==> src/rtl/text_glyph_row_fetch.sv <==
// Glyph row fetch: a code and row go in, one attribute-processed pixel row comes out.
// Two-stage valid/ready pipeline: ROM read plus flag capture, then attribute shaping.
module text_glyph_row_fetch #(
   parameter int CHAR_COUNT       = 27,
   parameter int GLYPH_W          = 8,
   parameter int GLYPH_H          = 16,
   parameter int CODE_W           = 8,
   parameter int REPLACEMENT_CHAR = 0,
   parameter int LSB_FIRST        = 0,
   parameter     MEMFILELOC       = ""
) (
   input  logic                       clk,
   input  logic                       rst_n,
   input  logic                       in_valid,
   output logic                       in_ready,
   input  logic [CODE_W-1:0]          in_code,
   input  logic [$clog2(GLYPH_H)-1:0] in_row,
   input  logic [2:0]                 in_attr,
   output logic                       out_valid,
   input  logic                       out_ready,
   output logic [GLYPH_W-1:0]         out_pixels,
   output logic                       out_oob,
   output logic [7:0]                 oob_count
);

   localparam int DEPTH  = CHAR_COUNT * GLYPH_H;
   localparam int ADDR_W = $clog2(DEPTH);
   localparam int IDX_W  = (CHAR_COUNT > 1) ? $clog2(CHAR_COUNT) : 1;
   localparam int ROW_W  = $clog2(GLYPH_H);

   localparam int ATTR_INVERT    = 0;
   localparam int ATTR_UNDERLINE = 1;
   localparam int ATTR_BLANK     = 2;

   logic [GLYPH_W-1:0] rom [DEPTH];

   logic               ce;
   logic               accept;
   logic               code_oob;
   logic               row_oob;
   logic [IDX_W-1:0]   idx;
   logic [ROW_W-1:0]   row_safe;
   logic [ADDR_W-1:0]  rd_addr;

   logic               s1_valid_reg;
   logic [2:0]         s1_attr_reg;
   logic               s1_code_oob_reg;
   logic               s1_row_oob_reg;
   logic               s1_last_row_reg;
   logic [GLYPH_W-1:0] rom_data_reg;

   logic               out_valid_reg;
   logic [GLYPH_W-1:0] out_pixels_reg;
   logic               out_oob_reg;
   logic [7:0]         oob_count_reg;

   logic [GLYPH_W-1:0] shaped_next;
   logic [GLYPH_W-1:0] pixels_next;

   // in_ready depends only on the output register state, never on in_valid
   assign ce       = !out_valid_reg || out_ready;
   assign in_ready = ce;
   assign accept   = ce && in_valid;

   assign code_oob = 32'(in_code) >= 32'(CHAR_COUNT);
   assign idx      = code_oob ? IDX_W'(REPLACEMENT_CHAR) : in_code[IDX_W-1:0];

   generate
      if ((1 << ROW_W) == GLYPH_H) begin : g_row_pow2
         assign row_oob = 1'b0;
      end else begin : g_row_npow2
         assign row_oob = 32'(in_row) >= 32'(GLYPH_H);
      end
   endgenerate

   // An out-of-range row is forced to 0 so the read stays inside the array
   assign row_safe = row_oob ? '0 : in_row;
   assign rd_addr  = ADDR_W'(idx) * ADDR_W'(GLYPH_H) + ADDR_W'(row_safe);

   always_ff @(posedge clk) begin
      if (accept) rom_data_reg <= rom[rd_addr];
   end

   always_ff @(posedge clk or negedge rst_n) begin
      if (!rst_n) begin
         s1_valid_reg    <= 1'b0;
         s1_attr_reg     <= '0;
         s1_code_oob_reg <= 1'b0;
         s1_row_oob_reg  <= 1'b0;
         s1_last_row_reg <= 1'b0;
      end else if (ce) begin
         s1_valid_reg <= in_valid;
         if (in_valid) begin
            s1_attr_reg     <= in_attr;
            s1_code_oob_reg <= code_oob;
            s1_row_oob_reg  <= row_oob;
            s1_last_row_reg <= 32'(in_row) == 32'(GLYPH_H - 1);
         end
      end
   end

   always_comb begin
      shaped_next = rom_data_reg;
      if (s1_row_oob_reg)                               shaped_next = '0;
      if (s1_attr_reg[ATTR_INVERT])                     shaped_next = ~shaped_next;
      if (s1_attr_reg[ATTR_UNDERLINE] && s1_last_row_reg) shaped_next = '1;
      if (s1_attr_reg[ATTR_BLANK])                      shaped_next = '0;
   end

   generate
      for (genvar gi = 0; gi < GLYPH_W; gi++) begin : g_order
         if (LSB_FIRST != 0) begin : g_rev
            assign pixels_next[gi] = shaped_next[GLYPH_W-1-gi];
         end else begin : g_fwd
            assign pixels_next[gi] = shaped_next[gi];
         end
      end
   endgenerate

   always_ff @(posedge clk or negedge rst_n) begin
      if (!rst_n) begin
         out_valid_reg  <= 1'b0;
         out_pixels_reg <= '0;
         out_oob_reg    <= 1'b0;
      end else if (ce) begin
         out_valid_reg <= s1_valid_reg;
         if (s1_valid_reg) begin
            out_pixels_reg <= pixels_next;
            out_oob_reg    <= s1_code_oob_reg || s1_row_oob_reg;
         end
      end
   end

   always_ff @(posedge clk or negedge rst_n) begin
      if (!rst_n) begin
         oob_count_reg <= '0;
      end else if (accept && (code_oob || row_oob) && (oob_count_reg != 8'hFF)) begin
         oob_count_reg <= oob_count_reg + 8'd1;
      end
   end

   assign out_valid  = out_valid_reg;
   assign out_pixels = out_pixels_reg;
   assign out_oob    = out_oob_reg;
   assign oob_count  = oob_count_reg;

endmodule

==> config.mk <==
export PLATFORM = sky130hd
export DESIGN_NAME = text_glyph_row_fetch
export DESIGN_NICKNAME = d
export VERILOG_FILES = /design/src/rtl/text_glyph_row_fetch.sv
export SDC_FILE = /design/constraint.sdc
export NUM_CORES = 1
export LEC_CHECK = 0
export BUFFER_PORTS_ARGS = -buffer_cell sky130_fd_sc_hd__buf_2
export CAP_MARGIN = 20
export CORE_MARGIN = 2
export CORE_UTILIZATION = 45
export DETAILED_ROUTE_END_ITERATION = 6
export GPL_TIMING_DRIVEN = 0
export HOLD_SLACK_MARGIN = 0.08
export PLACE_DENSITY = 0.81
export SLEW_MARGIN = 20
export SYNTH_ARGS = -nofsm -noshare
export SYNTH_HDL_FRONTEND = slang
export SYNTH_SLANG_ARGS = --single-unit
==> constraint.sdc <==
create_clock -name clk -period 3.8 [get_ports clk]
set_input_delay 0.19 -clock clk [delete_from_list [all_inputs] [get_ports clk]]
set_output_delay 0.19 -clock clk [all_outputs]
set_load 0.1 [all_outputs]
# --- Word-level counts from Yosys, hierarchy flattened ---
# Index checks and enable logic that the tools add are counted.
totals:
  in_bits: 19
  ff_bits: 32
classes:
  n_addsub: 1
  n_eq_ne: 2
  reduce_logical: 8
  bitwise: 1
  n_mux: 3
  magnitude_cmp: 1
op_table:
  columns: ["cell", "count"]
  rows:
  - ["$mux W8", 3]
  - ["$add A8 B1 Y8 const B", 1]
  - ["$ge A8 B5 Y1 const B", 1]
  - ["$ne A8 B8 Y1 const B", 1]
  - ["$not A8 Y8", 1]
  - ["$eq A4 B4 Y1 const B", 1]
  - ["$logic_and A1 B1 Y1", 4]
  - ["$reduce_and A2 Y1", 2]
  - ["$logic_not A1 Y1", 1]
  - ["$logic_or A1 B1 Y1", 1]

# --- Logic depth before layout (Yosys ltp) ---
depth:
  ltp_word: 5
  depth_mapped: 5

# --- Least setup slack after synthesis ---
# No wires, ideal clock.
synth_path:
  path_type: "reg2reg"
  from: "register out_valid_reg (netlist: out_valid)"
  to: "register oob_count_reg[1] (netlist: oob_count[1])"
  path_slack_ns: 1.127
  setup_time_ns: 0.127
  period_less_slack_ns: 2.673
  stages_incl_launch_ff: 5
  t_arrival_ns: 2.546
  path_cell_list: "dfrtp_1 -> nand2b_1 -> o211ai_2 -> nor2_2 -> mux2_4"
synth_between:
  elab_chain_cells: 5
synth_rtl:
  columns: ["element", "line_no", "text"]
  rows:
  - ["start, declared", "52", "logic out_valid_reg;"]
  - ["start signal, assigned", "126", "out_valid_reg <= s1_valid_reg;"]
  - ["$logic_not A1 Y1", "61", "assign ce = !out_valid_reg || out_ready;"]
  - ["$logic_or A1 B1 Y1", "61", null]
  - ["via in_ready", "15", "output logic in_ready,"]
  - ["$logic_and A1 B1 Y1", "63", "assign accept = ce && in_valid;"]
  - ["$logic_and A1 B1 Y1 (2 in series)", "137", "end else if (accept && (code_oob || row_oob) && (oob_count_reg != 8'hFF)) begin"]
  - ["end signal, assigned", "138", "oob_count_reg <= oob_count_reg + 8'd1;"]
  - ["end, declared", "55", "logic [7:0] oob_count_reg;"]
# The timed path passes the listed nets, and every way through them passes these cells.
# A chain may end at the register's enable or synchronous reset.

# --- Worst setup path after layout ---
layout_path:
  from: "register oob_count_reg[0] (netlist: oob_count[0])"
  to: "register oob_count_reg[1] (netlist: oob_count[1])"
layout_between:
  elab_chain_cells: 2
layout_rtl:
  columns: ["element"]
  rows:
  - ["branches (longest 2 deep; another with $add A8 B1 Y8)"]
# Parallel ways; which one is timed is not known.

==> flow_summary_export.csv <==
group,metric,value,unit
run_status,outcome,"completed",
sta,setup_violations,0,
global_route,overflow,0,
route,viasPerCell,4.87,
setup_path,crit_arrival,1.77,ns
clock_network,h-tree-depth,1,
global_route,grt_max_degree,15,
floorplanning,initial_core_util,47.4,%
clock_network,clockBufferDepth,2,
floorplanning,fp.dieH,43.4,µm
setup_path,start_kind,"register",
clock_network,clockRootBuffer,"clkbuf_4",
setup_path,crit_path_max_fanout,7,
route,drtIter0Drc,9,
setup_path,end_kind,"register",
sta,final-hold-violation-count,0,
synth,netlist_area,697,µm²
route,drtAntennaViolNets,0,
global_route,antenna_found_initial,0,
finish,final_nets,119,
sta,min_period_over_period,42.4,%
global_route,grt_pass1_vias,505,
synth,ys.warnings.count,0,
sta,setup_tns,0,ns
placed_design,gp_congestion,0.714,
setup_path,critPathKind,"reg -> reg",
finish,regArea,350,µm²
floorplanning,core-area,1470,µm²
clock_network,numCtsBuffers,3,
finish,final_common_cell,"buf_2",
clock_network,clock-sinks,14,
placed_design,numPortBuffers,31,
finish,fillCellCount,140,
sta,fin_crit,1.61,ns
finish,syn2layout_area_growth,31.8,%
clock_network,cts_resized,0,
clock_network,clk_latency,0.27,ns
finish,largest_register_ffs,8,
clock_network,post_cts_buffers,0,
synth,ys_ff_latch,14,
sta,clock_skew,0.000457,ns
global_route,grt_pass1_wl,2110,µm
run,cap_violations,0,
synth,yosysSeqAreaShare,50.3,%
floorplanning,ioPinCount,38,
floorplanning,rows,14,
placed_design,dp_hpwl,1000,µm
global_route,grt_usage,14.9,%
synth,avgSynthCellArea,11.2,µm²
sta,drv_slew,0,
sta,relSlewSlack,67.7,%
finish,antenna_cells,0,
route,route.detailed.drc,0,
sta,worstMarginPinSlew,0.488,ns
min_path,hold_path_class,"in -> reg",
synth,synth_nets,82,
finish,fin_util,62.4,%
finish,final_cell_mix,"31 x buf_2, 14 x dfrtp_1, 7 x xor2_1, 7 x nand2_1, 7 x buf_4",
route,wl_per_cell,11.1,µm
synth,synth_top_area_share,50.3,%
synth,syn_inst,62,
clock_network,cts_tree,"yes",
route,first_pass_iters,4,
clock_network,clk_pin_slew_worst_paths,0.08,ns
synth,yosysTopAreaCell,"dfrtp_1",
synth,netlist-cell-type-count,20,
synth,yosys-top-cells-area,"dfrtp_1 50%, xor2_1 8.8%, buf_4 7.5%",
sta,rsz0062_at_grt,"no",
setup_path,rrSetupSlack,2.19,ns
finish,multi_input_area,290,µm²
setup_path,worstPathRequired,3.96,ns
route,totalWireLength,1260,µm
floorplanning,die_width,43.4,µm
finish,layout-drive-gt1-share,49.0,%
route,vias,555,
floorplanning,dieArea,1880,µm²
sta,fmax,621,MHz
-- cells in the mapped netlist --
cell type,instances
nor3b_1,1
a31oi_4,1
nor3_1,5
buf_4,7
xor2_1,7
ha_1,1
and4_1,2
o21ai_0,3
mux2_4,1
a21o_1,1
nand3_1,3
dfrtp_1,14
o211ai_2,1
inv_1,1
mux2_2,2
nand2_1,7
or3_1,1
nand2b_1,1
nand4_1,2
nor2_2,1
-- critical path, cell delays in order, from the launching register on --
cell and delay [ns]:
dfrtp_1 0.44, ha_1 0.25, nand3_1 0.11, o211ai_2 0.31, nor2_2 0.09, mux2_4 0.30
-- final cells by class --
class	count	area share, %
sequential	14	38.1
multi-input combinational	40	31.6
timing repair buffer	32	18.0
buffer	7	5.72
clock buffer	4	3.95
tap	16	2.18
inverter	1	0.409
-- kinds of logic after synthesis --
group	count (synthesis)	synth area share (%)
and+or+nand+nor	23	17.6
DFF	14	50.3
buffers and inverters	8	8.08
xor gates and xnor gates	7	8.80
AOI/OAI and AO/OA	6	8.08
muxes	3	5.39
adders and majority gates	1	1.80
-- stage by stage --
stage	cell area, µm²	hold WS, ns	setup slack, ns	cells
detailed placement	872	0.0999	2.21	109
global placement	872	0.0925	2.21	109
floorplan	697	-0.106	1.13	62
CTS	918	0.144	2.19	114
global route	918	0.155	2.06	114
finish	918	0.149	2.19	114
-- metal layers --
metal  routed length (µm)  track usage, %
met5                    0               0
met4                    0            5.45
met3                   99            2.50
met2                  636            24.8
met1                  525            19.7
-- timing repair --
item                                    in CTS  in global routing
endpoints found under the setup margin       0                  0
endpoints found under the hold margin       14                  0
hold buffers                                 1                  0
-- final timing paths --
path	startpoint	to	cells past startpoint
max	oob_count[0]$_DFFE_PN0P_	oob_count[1]$_DFFE_PN0P_	5
min in group asynchronous	rst_n	oob_count[3]$_DFFE_PN0P_	2
min	in_attr[2]	s1_attr_reg[2]$_DFFE_PN0P_	2
min reg2reg	s1_valid_reg$_DFFE_PN0N_	out_valid$_DFFE_PN0N_	2
max reg2reg	oob_count[0]$_DFFE_PN0P_	oob_count[1]$_DFFE_PN0P_	5
max in group asynchronous	rst_n	oob_count[5]$_DFFE_PN0P_	2
Power is not shown: default switching activity piles up to over one toggle a cycle in this logic, so the estimate is an artifact.
